[config.mk]
export PLATFORM = sky130hd
export DESIGN_NAME = calc_entry_controller
export DESIGN_NICKNAME = d
export VERILOG_FILES = /design/src/rtl/calc_entry_controller.sv
export SDC_FILE = /design/constraint.sdc
export NUM_CORES = 1
export LEC_CHECK = 0
export ABC_AREA = 1
export BUFFER_PORTS_ARGS = -buffer_cell sky130_fd_sc_hd__buf_4
export CAP_MARGIN = 20
export CORE_MARGIN = 3
export CORE_UTILIZATION = 55
export CTS_BUF_LIST = sky130_fd_sc_hd__clkbuf_4 sky130_fd_sc_hd__clkbuf_8
export DETAILED_ROUTE_END_ITERATION = 16
export GPL_ROUTABILITY_DRIVEN = 0
export GPL_TIMING_DRIVEN = 0
export PLACE_DENSITY_LB_ADDON = 0.2
export SYNTH_ARGS = -nofsm -noshare
export SYNTH_HDL_FRONTEND = slang
export SYNTH_SLANG_ARGS = --single-unit
export TNS_END_PERCENT = 5
[constraint.sdc]
create_clock -name clk -period 2.85 [get_ports clk]
set_input_delay 0.57 -clock clk [delete_from_list [all_inputs] [get_ports clk]]
set_output_delay 0.57 -clock clk [all_outputs]
set_load 0.1 [all_outputs]
[src/rtl/calc_entry_controller.sv]
// Calculator key-entry and sequencing FSM: builds decimal operands from keypad
// codes, issues ALU requests and tracks the displayed value / error flag.
module calc_entry_controller #(
  parameter int WIDTH = 16
) (
  input  logic             clk,
  input  logic             rst_n,
  input  logic [4:0]       i_key_data,
  input  logic             i_key_valid,
  output logic             o_key_ready,
  output logic [WIDTH-1:0] o_alu_a,
  output logic [WIDTH-1:0] o_alu_b,
  output logic [1:0]       o_alu_op,
  output logic             o_alu_valid,
  input  logic             i_alu_ready,
  input  logic             i_res_valid,
  input  logic [WIDTH-1:0] i_res_value,
  input  logic             i_res_error,
  output logic [WIDTH-1:0] o_disp_value,
  output logic             o_disp_error
);

  typedef enum logic [2:0] {
    ENTER_A, OP_PEND, ENTER_B, ISSUE, WAIT_RES, RESULT, ERROR
  } state_t;

  state_t           r_state, w_state_nx;
  logic [WIDTH-1:0] r_a, r_b, w_a_nx, w_b_nx;
  logic [1:0]       r_op, r_next_op, w_op_nx, w_next_op_nx;
  logic             r_chain, w_chain_nx;
  logic [WIDTH-1:0] r_disp, w_disp_nx;
  logic             r_err, w_err_nx;

  logic             w_acc, w_is_dig, w_dig_ok, w_is_ac, w_is_op, w_is_eq;
  logic [3:0]       w_dig;
  logic [1:0]       w_key_op;
  logic [WIDTH+3:0] w_a_ext, w_b_ext;
  logic             w_a_fit, w_b_fit;

  assign o_key_ready = (r_state != ISSUE) && (r_state != WAIT_RES);
  assign w_acc       = i_key_valid && o_key_ready;

  assign w_is_dig = ~i_key_data[4];
  assign w_dig    = i_key_data[3:0];
  assign w_dig_ok = w_is_dig && (w_dig <= 4'd9);
  assign w_is_ac  = (i_key_data == 5'b10000);
  assign w_is_op  = (i_key_data >= 5'b10001) && (i_key_data <= 5'b10100);
  assign w_is_eq  = (i_key_data == 5'b10101);
  assign w_key_op = i_key_data[1:0] - 2'd1;

  // old*10 + d computed 4 bits wider so overflow shows in the top bits
  assign w_a_ext = ({4'b0, r_a} << 3) + ({4'b0, r_a} << 1) + {{WIDTH{1'b0}}, w_dig};
  assign w_b_ext = ({4'b0, r_b} << 3) + ({4'b0, r_b} << 1) + {{WIDTH{1'b0}}, w_dig};
  assign w_a_fit = (w_a_ext[WIDTH+3:WIDTH] == 4'd0);
  assign w_b_fit = (w_b_ext[WIDTH+3:WIDTH] == 4'd0);

  always_ff @(posedge clk or negedge rst_n) begin
    if (!rst_n) begin
      r_state   <= ENTER_A;
      r_a       <= '0;
      r_b       <= '0;
      r_op      <= 2'b00;
      r_next_op <= 2'b00;
      r_chain   <= 1'b0;
      r_disp    <= '0;
      r_err     <= 1'b0;
    end else begin
      r_state   <= w_state_nx;
      r_a       <= w_a_nx;
      r_b       <= w_b_nx;
      r_op      <= w_op_nx;
      r_next_op <= w_next_op_nx;
      r_chain   <= w_chain_nx;
      r_disp    <= w_disp_nx;
      r_err     <= w_err_nx;
    end
  end

  always_comb begin
    w_state_nx   = r_state;
    w_a_nx       = r_a;
    w_b_nx       = r_b;
    w_op_nx      = r_op;
    w_next_op_nx = r_next_op;
    w_chain_nx   = r_chain;
    if (w_acc && w_is_ac) begin
      w_a_nx     = '0;
      w_b_nx     = '0;
      w_op_nx    = 2'b00;
      w_state_nx = ENTER_A;
    end else begin
      case (r_state)
        ENTER_A: begin
          if (w_acc && w_dig_ok && w_a_fit) w_a_nx = w_a_ext[WIDTH-1:0];
          else if (w_acc && w_is_op) begin
            w_op_nx    = w_key_op;
            w_b_nx     = '0;
            w_state_nx = OP_PEND;
          end
        end
        OP_PEND: begin
          if (w_acc && w_dig_ok) begin
            w_b_nx     = {{(WIDTH-4){1'b0}}, w_dig};
            w_state_nx = ENTER_B;
          end else if (w_acc && w_is_op) w_op_nx = w_key_op;
        end
        ENTER_B: begin
          if (w_acc && w_dig_ok && w_b_fit) w_b_nx = w_b_ext[WIDTH-1:0];
          else if (w_acc && w_is_eq) begin
            w_chain_nx = 1'b0;
            w_state_nx = ISSUE;
          end else if (w_acc && w_is_op) begin
            w_chain_nx   = 1'b1;
            w_next_op_nx = w_key_op;
            w_state_nx   = ISSUE;
          end
        end
        ISSUE: if (i_alu_ready) w_state_nx = WAIT_RES;
        WAIT_RES: begin
          if (i_res_valid) begin
            if (i_res_error) w_state_nx = ERROR;
            else if (r_chain) begin
              w_a_nx     = i_res_value;
              w_op_nx    = r_next_op;
              w_b_nx     = '0;
              w_state_nx = OP_PEND;
            end else begin
              w_a_nx     = i_res_value;
              w_state_nx = RESULT;
            end
          end
        end
        RESULT: begin
          if (w_acc && w_dig_ok) begin
            w_a_nx     = {{(WIDTH-4){1'b0}}, w_dig};
            w_state_nx = ENTER_A;
          end else if (w_acc && w_is_op) begin
            w_op_nx    = w_key_op;
            w_b_nx     = '0;
            w_state_nx = OP_PEND;
          end
        end
        default: ;
      endcase
    end
  end

  // display follows the destination state; held while a request is in flight
  always_comb begin
    w_disp_nx = r_disp;
    w_err_nx  = (w_state_nx == ERROR);
    case (w_state_nx)
      ENTER_A, OP_PEND, RESULT: w_disp_nx = w_a_nx;
      ENTER_B:                  w_disp_nx = w_b_nx;
      ERROR:                    w_disp_nx = '0;
      default:                  ;
    endcase
  end

  assign o_alu_a      = r_a;
  assign o_alu_b      = r_b;
  assign o_alu_op     = r_op;
  assign o_alu_valid  = (r_state == ISSUE);
  assign o_disp_value = r_disp;
  assign o_disp_error = r_err;

endmodule

### Word level (Yosys, flattened, before mapping)

Index checks and enable logic that the tools add are counted.

| storage, ports and cells | value |
|---|---|
| flip-flop bits (word level) | 57 |
| bits of input ports | 27 |
| word-level logic and storage cells | 100 |

| cells by class | value |
|---|---|
| $add $sub $neg | 5 |
| $lt $le $gt $ge | 3 |
| eq/ne operators | 18 |
| muxes and demuxes | 40 |
| bitwise operators | 4 |
| reductions and logical operators | 22 |

Operators by type and width:

| kind | count |
|---|---|
| 16-bit two-way mux | 14 |
| 16-bit case mux with 3 select lines | 2 |
| 16-bit case mux with 5 select lines | 1 |
| 19-bit by 17-bit adder with 20-bit output | 2 |
| 20-bit by 4-bit adder with 20-bit output | 2 |
| 3-bit two-way mux | 12 |
| 3-bit inequality test (second input constant) | 6 |
| 3-bit case mux with 6 select lines | 1 |
| 2-bit two-way mux | 7 |
| 3-bit equality test (second input constant) | 4 |
| 5-bit equality test (second input constant) | 2 |
| 1-bit logical AND | 10 |
| 3-bit by 2-bit equality test with 1-bit output (second input constant) | 3 |
| 4-bit logical NOT | 2 |
| 3-bit by 1-bit equality test with 1-bit output (second input constant) | 2 |
| 3-bit logical NOT | 2 |
| 2-bit case mux with 3 select lines | 1 |
| 6-bit AND reduction | 1 |
| 5-bit >= comparator (second input constant) | 1 |
| 5-bit less-or-equal comparator (second input constant) | 1 |
| 5-bit AND reduction | 1 |
| 4-bit less-or-equal comparator (second input constant) | 1 |
| 1-bit NOT | 4 |
| 4-bit AND reduction | 1 |
| other kinds (8) | 9 |

### Depth between registers and ports, before layout

Gate-level depths: netlist of run 1.

| depth | value |
|---|---|
| depth after elaboration | 12 |
| mapped depth | 21 |
| mapped depth without buffers | 21 |

### Worst setup path after synthesis of run 1

OpenSTA, ideal clock, no wires.

| timing path | value |
|---|---|
| kind | flip-flop to flip-flop |
| start point | register r_b[0] (netlist: o_alu_b[0]) |
| end point | register r_disp[15] (netlist: o_disp_value[15]) |
| data arrival time | 3.493 ns |
| required time | 2.730 ns |
| slack | -0.763 ns |
| stages on the path, launching flop included | 20 |
| cells stage by stage | dfrtp_1 fa_1 fa_1 nand3_1 nand3_1 nand2_1 nand2_1 nand2_1 nand2_1 nand2_1 nand2_1 nor2_2 buf_2 nand3_1 nand3_1 nand3_1 nand3_1 nand2_1 nand2_1 nand2_1 |

| between the ends | value |
|---|---|
| cells in the longest elaborated chain, start to end | 10 |

Ends and longest elaborated chain:

| element | line | source |
|---|---|---|
| from (decl) | 28 | `logic [WIDTH-1:0] r_a, r_b, w_a_nx, w_b_nx;` |
| from (signal assigned) | 70 | `r_b <= w_b_nx;` |
| 19-bit by 17-bit adder with 20-bit output * | 53 | `assign w_b_ext = ({4'b0, r_b} << 3) + ({4'b0, r_b} << 1) + {{WIDTH{1'b0}}, w_dig};` |
| 20-bit by 4-bit adder with 20-bit output * | 53 |  |
| 4-bit logical NOT | 55 | `assign w_b_fit = (w_b_ext[WIDTH+3:WIDTH] == 4'd0);` |
| 1-bit logical AND | 108 | `if (w_acc && w_dig_ok && w_b_fit) w_b_nx = w_b_ext[WIDTH-1:0];` |
| 3-bit two-way mux | 108 |  |
| 3-bit case mux with 6 select lines | 92 | `case (r_state)` |
| 3-bit two-way mux | 86 | `if (w_acc && w_is_ac) begin` |
| 3-bit by 1-bit equality test with 1-bit output, or another cell as far along | 152 | `case (w_state_nx)` |
| 3-bit OR reduction | 152 |  |
| 16-bit case mux with 3 select lines or 3-bit nonzero test (tied branches) | -- |  |
| to (signal assigned) | 74 | `r_disp <= w_disp_nx;` |
| to (decl) | 31 | `logic [WIDTH-1:0] r_disp, w_disp_nx;` |

Every way passes the cells marked *; elsewhere a longest branch is shown, timed or not.
A chain may end at the register's enable or synchronous reset.

### Final worst setup path of run 1

| timing path | value |
|---|---|
| start point | register r_b[0] (netlist: o_alu_b[0]) |
| end point | register r_disp[1] (netlist: o_disp_value[1]) |

The elaborated chain is that of the path after synthesis.

==> metrics.md, run 1 <==
| Metric | Value |
|---|---|
| Max Buffers Root-to-Sink | 2 |
| Cell area after synthesis | 0.006593 mm^2 |
| Crit end category | register |
| Synth Net Count | 1150 |
| Critical path's largest stage delay | 0.51 ns |
| Layout area overhead | 23.34% |
| Most common library cells after synthesis | nand2_1, inv_1, nand3_1 |
| Sum of routed wire segments on met1 | 9275 um |
| Area leader, netlist | dfrtp_1 |
| Via count | 7210 |
| Yosys cell types | 45 |
| IO Pins | 80 |
| Final worst slack | -0.2294 ns |
| Synthesized flop and latch total | 57 |
| Critical path class | register to register |
| Worst-Skew Late Latency | 0.37 ns |
| Post-DP HPWL | 15530 um |
| Met3 wire length | 1476 um |
| CTS H-tree depth | 3 |
| Top-count cell post-synth | nand2_1 |
| CP startpoint | o_alu_b[0] |
| Peak Freq | 0.3247 GHz |
| Vias in the first global route | 6731 |
| GRT overflow | 0 |
| Top cells by area, synth | dfrtp_1, nand2_1, ha_1, nand3_1, inv_1 |
| Period minus WS final | 3.079 ns |
| Status | finished with violations |
| Synth Area per Inst | 6.255 um^2 |
| Final ANT Viol Nets | 0 |
| Seq/Total Area, Yosys | 21.64% |
| Syn Inst Count | 1054 |
| Antenna diodes | 0 |
| Drt total wl | 20180 um |
| # nets final | 1262 |
| Routed WL per cell | 15.35 um |
| Die H | 115.5 um |
| Port bufs | 79 |
| CTS root buf | clkbuf_8 |
| Worst slew pin tran | 0.7807 ns |
| Chip width | 115.5 um |
| YS warnings | 0 |
| Layout cells sized above 1 | 23.48% |
| Number of DRC markers in iteration 0 | 642 |
| Ordered cell list for the critical path | fa_2 -> fa_2 -> nand3_2 -> nand3_2 -> nand2_2 -> nand2_4 -> nand2_2 -> nand2_1 -> nand2_1 -> nand2_2 -> nor2_4 -> nand2_4 -> buf_6 -> nand2_1 -> nand3_1 -> nand2_1 -> nand3_2 -> nand2_2 -> nand2_1 -> nand2_1 |
| Number of cells in the finished layout apart from fillers | 1314 |
| Initial Util | 57.01% |
| Layout Cell Area excl Fill | 0.008132 mm^2 |
| Core Rows | 39 |
| DP Worst Slack | -0.5842 ns |
| Clock-pin slew on the worst setup and hold paths | 0.08 ns |
| Final hold violation count | 0 |
| DP Area | 0.007518 mm^2 |
| DR vias/cell | 5.487 |
| RSZ-0062 raised after global routing | true |
| Top layer in use | met4 |
| Number of synthesized flops with an enable pin | 0 |
| CTS tree | built |
| CP Data Arrival Time | 3.38 ns |
| Clk_skew | 0.01076 ns |
| Die area | 0.01334 mm^2 |
| CP max-delay cell | dfrtp_4 |
| Placed Instances | 1276 |
| Setup violations, final | 39 |
| Rel. slew slack | 47.95% |
| Post-synth ARST share | 100.0% |
| R2R setup slack | -0.23 ns |
| Number of cells on the worst reg-to-reg path | 20 |
| CP most frequent cell | nand2_1 |
| Remaining DRCs | 0 |
| Final worst-path cycle share | 108.0% |
| CP required | 3.15 ns |
| Largest net degree at the start of global routing | 58 |
| Synth Flop Type | dfrtp_1 |
| Initial antenna violation count | 0 |
| Inserted Clock Buffers | 9 |
| Failing checks | setup timing |
| First-pass GRT wire length | 32200 um |
| TritonCTS sink count | 57 |
| Drt first pass iters | 5 |
| Min-delay worst type | input pin to async pin |
| Wire length on met2 | 8851 um |
| CORE AREA | 0.01156 mm^2 |
| Reg2reg start | o_alu_b[0] |
| Number of max-slew violations in the final report | 0 |
| GRT Util Overall | 30.36% |
| Startpoint class of the critical path | register |
| Synth top area share | 21.64% |
| FF-to-FF End | o_disp_value[1] |
| Crit Path Max Fanout | 5 |
| Maxcap violations | 0 |
| Setup TNS | -4.162 ns |
| Crit path capture | o_disp_value[1] |
[layout make-up]
cell class                      count  area (um^2)
Buffer                             25        161.4
Clock buffer                        9        123.9
Clock inverter                      7        61.31
Fill cell                        1050         3433
Inverter                          153        576.8
Multi-Input combinational cell    819         4766
Sequential cell                    57         1481
Tap cell                          143        178.9
Timing Repair Buffer              101        782.0
[metal layers]
layer  track usage, %  up-vias
met1            42.89     3284
met4            10.33        0
li1                 -     3603
met5                0        -
met3            4.178       42
met2            47.99      281
[critical path, delay by kind of cell, from the launching register on]
family	cells	cell delay (ns)
adder cells (fa/ha/maj)	2	0.92
flip-flops	1	0.51
buffers and inverters	1	0.14
AND/OR/NAND/NOR	17	1.41
[layout by cell type, fill, tap and decap left out, types with 10 or more instances in the layout]
master    synthesis  layout
a21boi_1          0      10
nand3_1         115      93
o21ai_0          25      25
dfrtp_1          57      25
inv_1           143     143
clkbuf_1         12      12
ha_1             65      60
nor2_1           99      96
xnor2_1          14      14
o211ai_1         11      11
a21oi_1          47      46
nand2_2           3      40
buf_6             4      11
nand3_2           1      23
dfrtp_2           0      26
nand2_1         352     312
buf_4             3      98
[worst min path at each step]
stage                         start              end  cells after the start
finish                        rst_n      o_alu_op[1]                      1
floorplan                     rst_n      o_alu_a[10]                      0
global route                  rst_n     r_next_op[0]                      1
detailed placement  o_disp_value[0]  o_disp_value[0]                      2
CTS                           rst_n      o_alu_op[0]                      1
global placement    o_disp_value[5]  o_disp_value[5]                      2
[timing repair]
action	CTS	global route
hold buffers	0	0
endpoints found under the setup margin	44	48
pin swaps	21	21
gates cloned	2	1
resized for setup	40	45
buffers inserted	15	4
[logic make-up after synthesis]
logic type	count (synthesis)	share of synthesized area [%]
AOI/OAI and AO/OA	117	10.93
adders and majority gates	69	13.55
DFF	57	21.64
buffers and inverters	178	10.89
and+or+nand+nor	614	40.46
xor gates and xnor gates	19	2.524
[state kept, by name, summed over array words and instances (netlist names)]
| signal | count |
|---|---|
| r_next_op | 2 |
| o_alu_a | 16 |
| o_disp_error | 1 |
| r_state | 3 |
| o_alu_op | 2 |
| o_disp_value | 16 |
| r_chain | 1 |
| o_alu_b | 16 |
[metrics by stage]
step | hold WS [ns] | util [%]
after floorplan | 0.2744 | -
after global placement | 0.4726 | 65.01
after detailed placement | 0.4707 | 65.01
after CTS | 0.2921 | 68.91
after global routing | 0.3144 | 70.31
final | 0.2593 | 70.31
Power of run 1 is not shown: default switching activity piles up to over one toggle a cycle in this logic, so the estimate is an artifact.
==> run 2, diff against run 1 <==
- PLACE_DENSITY_LB_ADDON: 0.2 -> 0.15
- SKIP_CTS_REPAIR_TIMING: not set -> 1
==> run 2 against run 1 <==
- the flow still finishes with violations (setup timing)
- final area is 2.1% higher
- highest routed layer unchanged
- critical endpoint is now o_disp_value[0]
- global-route usage is 0.86 points lower
- via count is 2.7% higher
- sequential cell count stayed put
- sequential share of layout area is 0.38 points lower
- clock skew is 0.00093 ns higher
- first-iteration DRC count is 3.0% higher
- core utilization is 1.5 points higher
- register-to-register slack worse by 0.06 ns
- routed wire length is 2.9% higher
==> metrics.md, run 2 (synthesis gave the netlist of run 1 again) <==
| Metric | Value |
|---|---|
| Status | finished with violations (unchanged) |
| Failing checks | setup timing (unchanged) |
| Critical path class | register to register (unchanged) |
| RSZ-0062 raised after global routing | true (unchanged) |
| TritonCTS sink count | 57 (unchanged) |
| Final ANT Viol Nets | 0 (unchanged) |
| Initial antenna violation count | 0 (unchanged) |
| Commonest non-fill, non-tap cell in the layout | nand2_1 (unchanged) |
| Number of cells on the worst reg-to-reg path | 20 (unchanged) |
| Layout area overhead | 25.96% (was 23.34%) |
| CP most frequent cell | nand2_2 (was nand2_1) |
| Final hold violation count | 0 (unchanged) |
| Remaining DRCs | 0 (unchanged) |
| Ordered cell list for the critical path | fa_2 -> fa_2 -> nand2_2 -> nand2_2 -> nand3b_1 -> nand2_2 -> nand2_2 -> nand2_1 -> nand2_1 -> nand2_2 -> nor2_4 -> buf_4 -> buf_4 -> nand3_1 -> nand3_1 -> nand2_2 -> nand3_1 -> nand2_2 -> nand2_2 -> nand2_1 (was fa_2 -> fa_2 -> nand3_2 -> nand3_2 -> nand2_2 -> nand2_4 -> nand2_2 -> nand2_1 -> nand2_1 -> nand2_2 -> nor2_4 -> nand2_4 -> buf_6 -> nand2_1 -> nand3_1 -> nand2_1 -> nand3_2 -> nand2_2 -> nand2_1 -> nand2_1) |
| Drt total wl | 20760 um (was 20180 um) |
| Die area | 0.01334 mm^2 (unchanged) |
| # nets final | 1265 (was 1262) |
| CTS tree | built (unchanged) |
| Initial Util | 57.01% (unchanged) |
| Setup violations, final | 42 (was 39) |
| Worst slew pin tran | 0.7718 ns (was 0.7807 ns) |
| Min-delay worst type | input pin to async pin (unchanged) |
| Fin Hold WS | 0.2800 ns (was 0.2593 ns) |
| Post-DP HPWL | 15580 um (was 15530 um) |
| GR peak layer | met2 (unchanged) |
| Vias in the first global route | 6436 (was 6731) |
| Port bufs | 79 (unchanged) |
| GRT overflow | 0 (unchanged) |
| Rel. slew slack | 48.36% (was 47.95%) |
| Max Buffers Root-to-Sink | 2 (unchanged) |
| Filler instances | 999 (was 1050) |
| Inserted Clock Buffers | 9 (unchanged) |
| Peak Freq | 0.3190 GHz (was 0.3247 GHz) |
| Final worst-path cycle share | 110.0% (was 108.0%) |
| Maxcap violations | 0 (unchanged) |
| Worst-Skew Late Latency | 0.36 ns (was 0.37 ns) |
| Crit end category | register (unchanged) |
| Final worst slack | -0.2852 ns (was -0.2294 ns) |
| Die H | 115.5 um (unchanged) |
| Routed WL per cell | 15.77 um (was 15.35 um) |
| Grt met2 use | 46.84% (was 47.99%) |
| Clk_skew | 0.01169 ns (was 0.01076 ns) |
| Crit Path Max Fanout | 5 (unchanged) |
| CTS H-tree depth | 3 (unchanged) |
| CP Data Arrival Time | 3.38 ns (about the same) |
| First-pass GRT wire length | 31240 um (was 32200 um) |
| Antenna diodes | 0 (unchanged) |
| Layout cells sized above 1 | 26.32% (was 23.48%) |
| CP max-delay cell | dfrtp_4 (unchanged) |
| Met1 global-route usage | 42.41% (was 42.89%) |
| Number of max-slew violations in the final report | 0 (unchanged) |
| Critical path's largest stage delay | 0.52 ns (was 0.51 ns) |
| CTS root buf | clkbuf_8 (unchanged) |
| CP required | 3.09 ns (was 3.15 ns) |
| Largest net degree at the start of global routing | 58 (unchanged) |
| Routing usage on met3 | 4.856% (was 4.178%) |
| Chip width | 115.5 um (unchanged) |
| CORE AREA | 0.01156 mm^2 (unchanged) |
| Drt first pass iters | 5 (unchanged) |
| Number of DRC markers in iteration 0 | 661 (was 642) |
| IO Pins | 80 (unchanged) |
| Via count | 7403 (was 7210) |
| Startpoint class of the critical path | register (unchanged) |
| Clock-pin slew on the worst setup and hold paths | 0.07 ns (was 0.08 ns) |
| DR vias/cell | 5.621 (was 5.487) |
| Period minus WS final | 3.135 ns (was 3.079 ns) |
| GRT Util Overall | 29.50% (was 30.36%) |
| Most frequent cells in the layout | nand2_1, inv_1, buf_4, nor2_1, nand3_1 (unchanged) |
| Core Rows | 39 (unchanged) |
-- run 2: metal layers --
metal  routed length [um]  part of all wire, %
met2                 9252                   45
met3                 1872                  9.0
met5                    0                    0
met4                  457                  2.2
met1                 9181                   44
-- run 2: area by class of cell --
cell class              instances  area [um^2]  area share [%]
plain buffers                  25        165.2           1.989
clock buffers                   9        123.9           1.492
clock inverters                 7        78.83          0.9492
inverters                     153        576.8           6.946
multi-input cells             819         4893           58.93
flip-flops and latches         57         1481           17.84
well taps                     143        178.9           2.155
repair buffers                104        805.8           9.703
-- run 2: critical path, delay by kind of cell (launching register included) --
family	cells	cell delay (ns)
adders and majority gates	2	0.90
buffers and inverters	2	0.24
and+or+nand+nor	16	1.35
DFF	1	0.52
-- run 2: stage by stage --
stage | util, % | setup TNS (ns) | cell area [um^2] | setup slack (ns) | instances
2_1_floorplan | - | -1.058 | 6746 | -0.07258 | 1054
5_1_grt | 71.81 | -13.24 | 8304 | -0.4387 | 1317
6_report | 71.81 | -6.067 | 8304 | -0.2852 | 1317
3_3_place_gp | 65.01 | -15.70 | 7518 | -0.5212 | 1276
4_1_cts | 66.76 | -6.949 | 7721 | -0.3445 | 1292
3_5_place_dp | 65.01 | -16.38 | 7518 | -0.5384 | 1276
-- run 2: final timing paths --
| path | start | to | slack [ns] |
|---|---|---|---|
| worst max-delay path | o_alu_a[2] | o_disp_value[0] | -0.29 |
| worst min-delay path | rst_n | o_alu_op[1] | 0.28 |
| worst max register to register | o_alu_a[2] | o_disp_value[0] | -0.29 |
| min in group clk | i_key_data[0] | r_next_op[0] | 0.47 |
| worst min register to register | o_disp_value[11] | o_disp_value[11] | 0.49 |
| max in group asynchronous | rst_n | o_alu_a[1] | 1.99 |
Power of run 2 is left out for the same reason.
==> run 3, diff against run 2 <==
- PLACE_DENSITY: not set -> 0.79
- PLACE_DENSITY_LB_ADDON: 0.15 -> not set
==> run 3 against run 2 <==
- the run still ends with setup timing left
- final cell count down 0.23%
- highest routed layer unchanged
- non-clock buffer count down 3
- sequential cell count unchanged
- critical endpoint is now o_disp_value[8]
==> metrics.md, run 3 (synthesis gave the netlist of run 1 again) <==
| Metric | Value |
|---|---|
| CP Data Arrival Time | 3.49 ns (was 3.38 ns) |
| Largest net degree at the start of global routing | 58 (unchanged) |
| Max Buffers Root-to-Sink | 2 (unchanged) |
| Clk_skew | 0.01405 ns (was 0.01169 ns) |
| DP Worst Slack | -0.5362 ns (was -0.5384 ns) |
| Final worst-path cycle share | 112.0% (was 110.0%) |
| Chip width | 115.5 um (unchanged) |
| IO Pins | 80 (unchanged) |
| Number of max-slew violations in the final report | 0 (unchanged) |
| Period minus WS final | 3.193 ns (was 3.135 ns) |
| Peak Freq | 0.3132 GHz (was 0.3190 GHz) |
| Vias in the first global route | 6460 (was 6436) |
| Final worst slack | -0.3428 ns (was -0.2852 ns) |
| Worst slew pin tran | 0.7810 ns (was 0.7718 ns) |
| CTS tree | built (unchanged) |
| Initial antenna violation count | 0 (unchanged) |
| Clock-pin slew on the worst setup and hold paths | 0.08 ns (was 0.07 ns) |
| Remaining DRCs | 0 (unchanged) |
| Drt total wl | 20150 um (was 20760 um) |
| Setup violations, final | 37 (was 42) |
| Maxcap violations | 0 (unchanged) |
| Layout area overhead | 23.36% (was 25.96%) |
| Final ANT Viol Nets | 0 (unchanged) |
| Filler instances | 1038 (was 999) |
| CTS H-tree depth | 3 (unchanged) |
| Die H | 115.5 um (unchanged) |
| Number of cells on the worst reg-to-reg path | 20 (unchanged) |
| Commonest non-fill, non-tap cell in the layout | nand2_1 (unchanged) |
| Layout cells sized above 1 | 22.72% (was 26.32%) |
| Core Rows | 39 (unchanged) |
| Routed WL per cell | 15.34 um (was 15.77 um) |
| # nets final | 1262 (was 1265) |
| Crit end category | register (unchanged) |
| Startpoint class of the critical path | register (unchanged) |
| Initial Util | 57.01% (unchanged) |
| Rel. slew slack | 47.74% (was 48.36%) |
| Final hold violation count | 0 (unchanged) |
| Post-DP HPWL | 15550 um (was 15580 um) |
| Failing checks | setup timing (unchanged) |
| Fin Hold WS | 0.2632 ns (was 0.2800 ns) |
| Port bufs | 79 (unchanged) |
| Via count | 7220 (was 7403) |
| Multi-input gate area | 0.004728 mm^2 (was 0.004893 mm^2) |
| Most frequent cells in the layout | nand2_1, inv_1, buf_4, nor2_1, nand3_1 (unchanged) |
| Status | finished with violations (unchanged) |
| Antenna diodes | 0 (unchanged) |
| TritonCTS sink count | 57 (unchanged) |
| Number of DRC markers in iteration 0 | 799 (was 661) |
| Inserted Clock Buffers | 9 (unchanged) |
| GRT Util Overall | 29.45% (was 29.50%) |
| Min-delay worst type | input pin to async pin (unchanged) |
| RSZ-0062 raised after global routing | true (unchanged) |
| CORE AREA | 0.01156 mm^2 (unchanged) |
| Setup TNS | -7.072 ns (was -6.067 ns) |
| DR vias/cell | 5.495 (was 5.621) |
| Crit Path Max Fanout | 7 (was 5) |
| First-pass GRT wire length | 31290 um (was 31240 um) |
| CTS root buf | clkbuf_8 (unchanged) |
| Seq. cell area | 0.001481 mm^2 (unchanged) |
| GRT overflow | 0 (unchanged) |
| Critical path class | register to register (unchanged) |
| Worst-Skew Late Latency | 0.37 ns (was 0.36 ns) |
| Die area | 0.01334 mm^2 (unchanged) |
| Drt first pass iters | 8 (was 5) |
| CP required | 3.15 ns (was 3.09 ns) |
| Layout Utilization | 70.32% (was 71.81%) |
==> run 3: changes by cell type in the layout (fill, tap and decap cells not counted), sizes merged <==
cell / before / now
bufinv: 1 / 2
clkinvlp: 3 / 1
buf: 116 / 113
clkinv: 2 / 3
==> run 3: layout make-up <==
cell class | count | share of cell area [%]
Sequential cell | 57 | 18.22
Clock inverter | 7 | 1.262
Clock buffer | 9 | 1.523
Inverter | 153 | 7.092
Timing Repair Buffer | 101 | 9.538
Tap cell | 143 | 2.200
Buffer | 25 | 2.031
Multi-Input combinational cell | 819 | 58.14
==> run 3: path summary, 6_finish.rpt <==
| kind | start | end | slack, ns |
|---|---|---|---|
| min in group clk | i_key_data[0] | r_next_op[0] | 0.45 |
| max reg2reg | o_alu_a[2] | o_disp_value[8] | -0.34 |
| max in group asynchronous | rst_n | o_alu_b[12] | 2.00 |
| min | rst_n | o_alu_b[0] | 0.26 |
| min reg2reg | o_disp_value[15] | o_disp_value[15] | 0.49 |
| max | o_alu_a[2] | o_disp_value[8] | -0.34 |
==> run 3: stage by stage <==
step / cells / cell area (um^2)
6_report: 1314 / 8133
5_1_grt: 1314 / 8133
4_1_cts: 1292 / 7745
3_5_place_dp: 1276 / 7518
3_3_place_gp: 1276 / 7518
2_1_floorplan: 1054 / 6746
==> run 3: worst max-delay path, stage by stage (launching register included) <==
cell	delay [ns]
dfrtp_4	0.51
fa_2	0.52
fa_2	0.40
nand2_2	0.09
nand2_2	0.07
nand3b_1	0.10
nand2_2	0.09
nand2_2	0.07
nand2_1	0.05
nand2_1	0.08
nand2_2	0.07
nor2_4	0.22
nand2_4	0.12
clkbuf_16	0.18
nand2_1	0.06
nand3_1	0.09
nand2_2	0.12
nand3_1	0.08
nand2_1	0.08
nand2_1	0.05
nand2_1	0.06
==> run 3: routing by layer <==
layer	up-vias	track usage [%]	share of wire [%]
li1	3603	-	-
met1	3291	43.24	46
met2	286	45.52	45
met3	40	3.760	7.4
met4	0	8.607	2.4
met5	-	0	0
Power of run 3 is left out for the same reason.
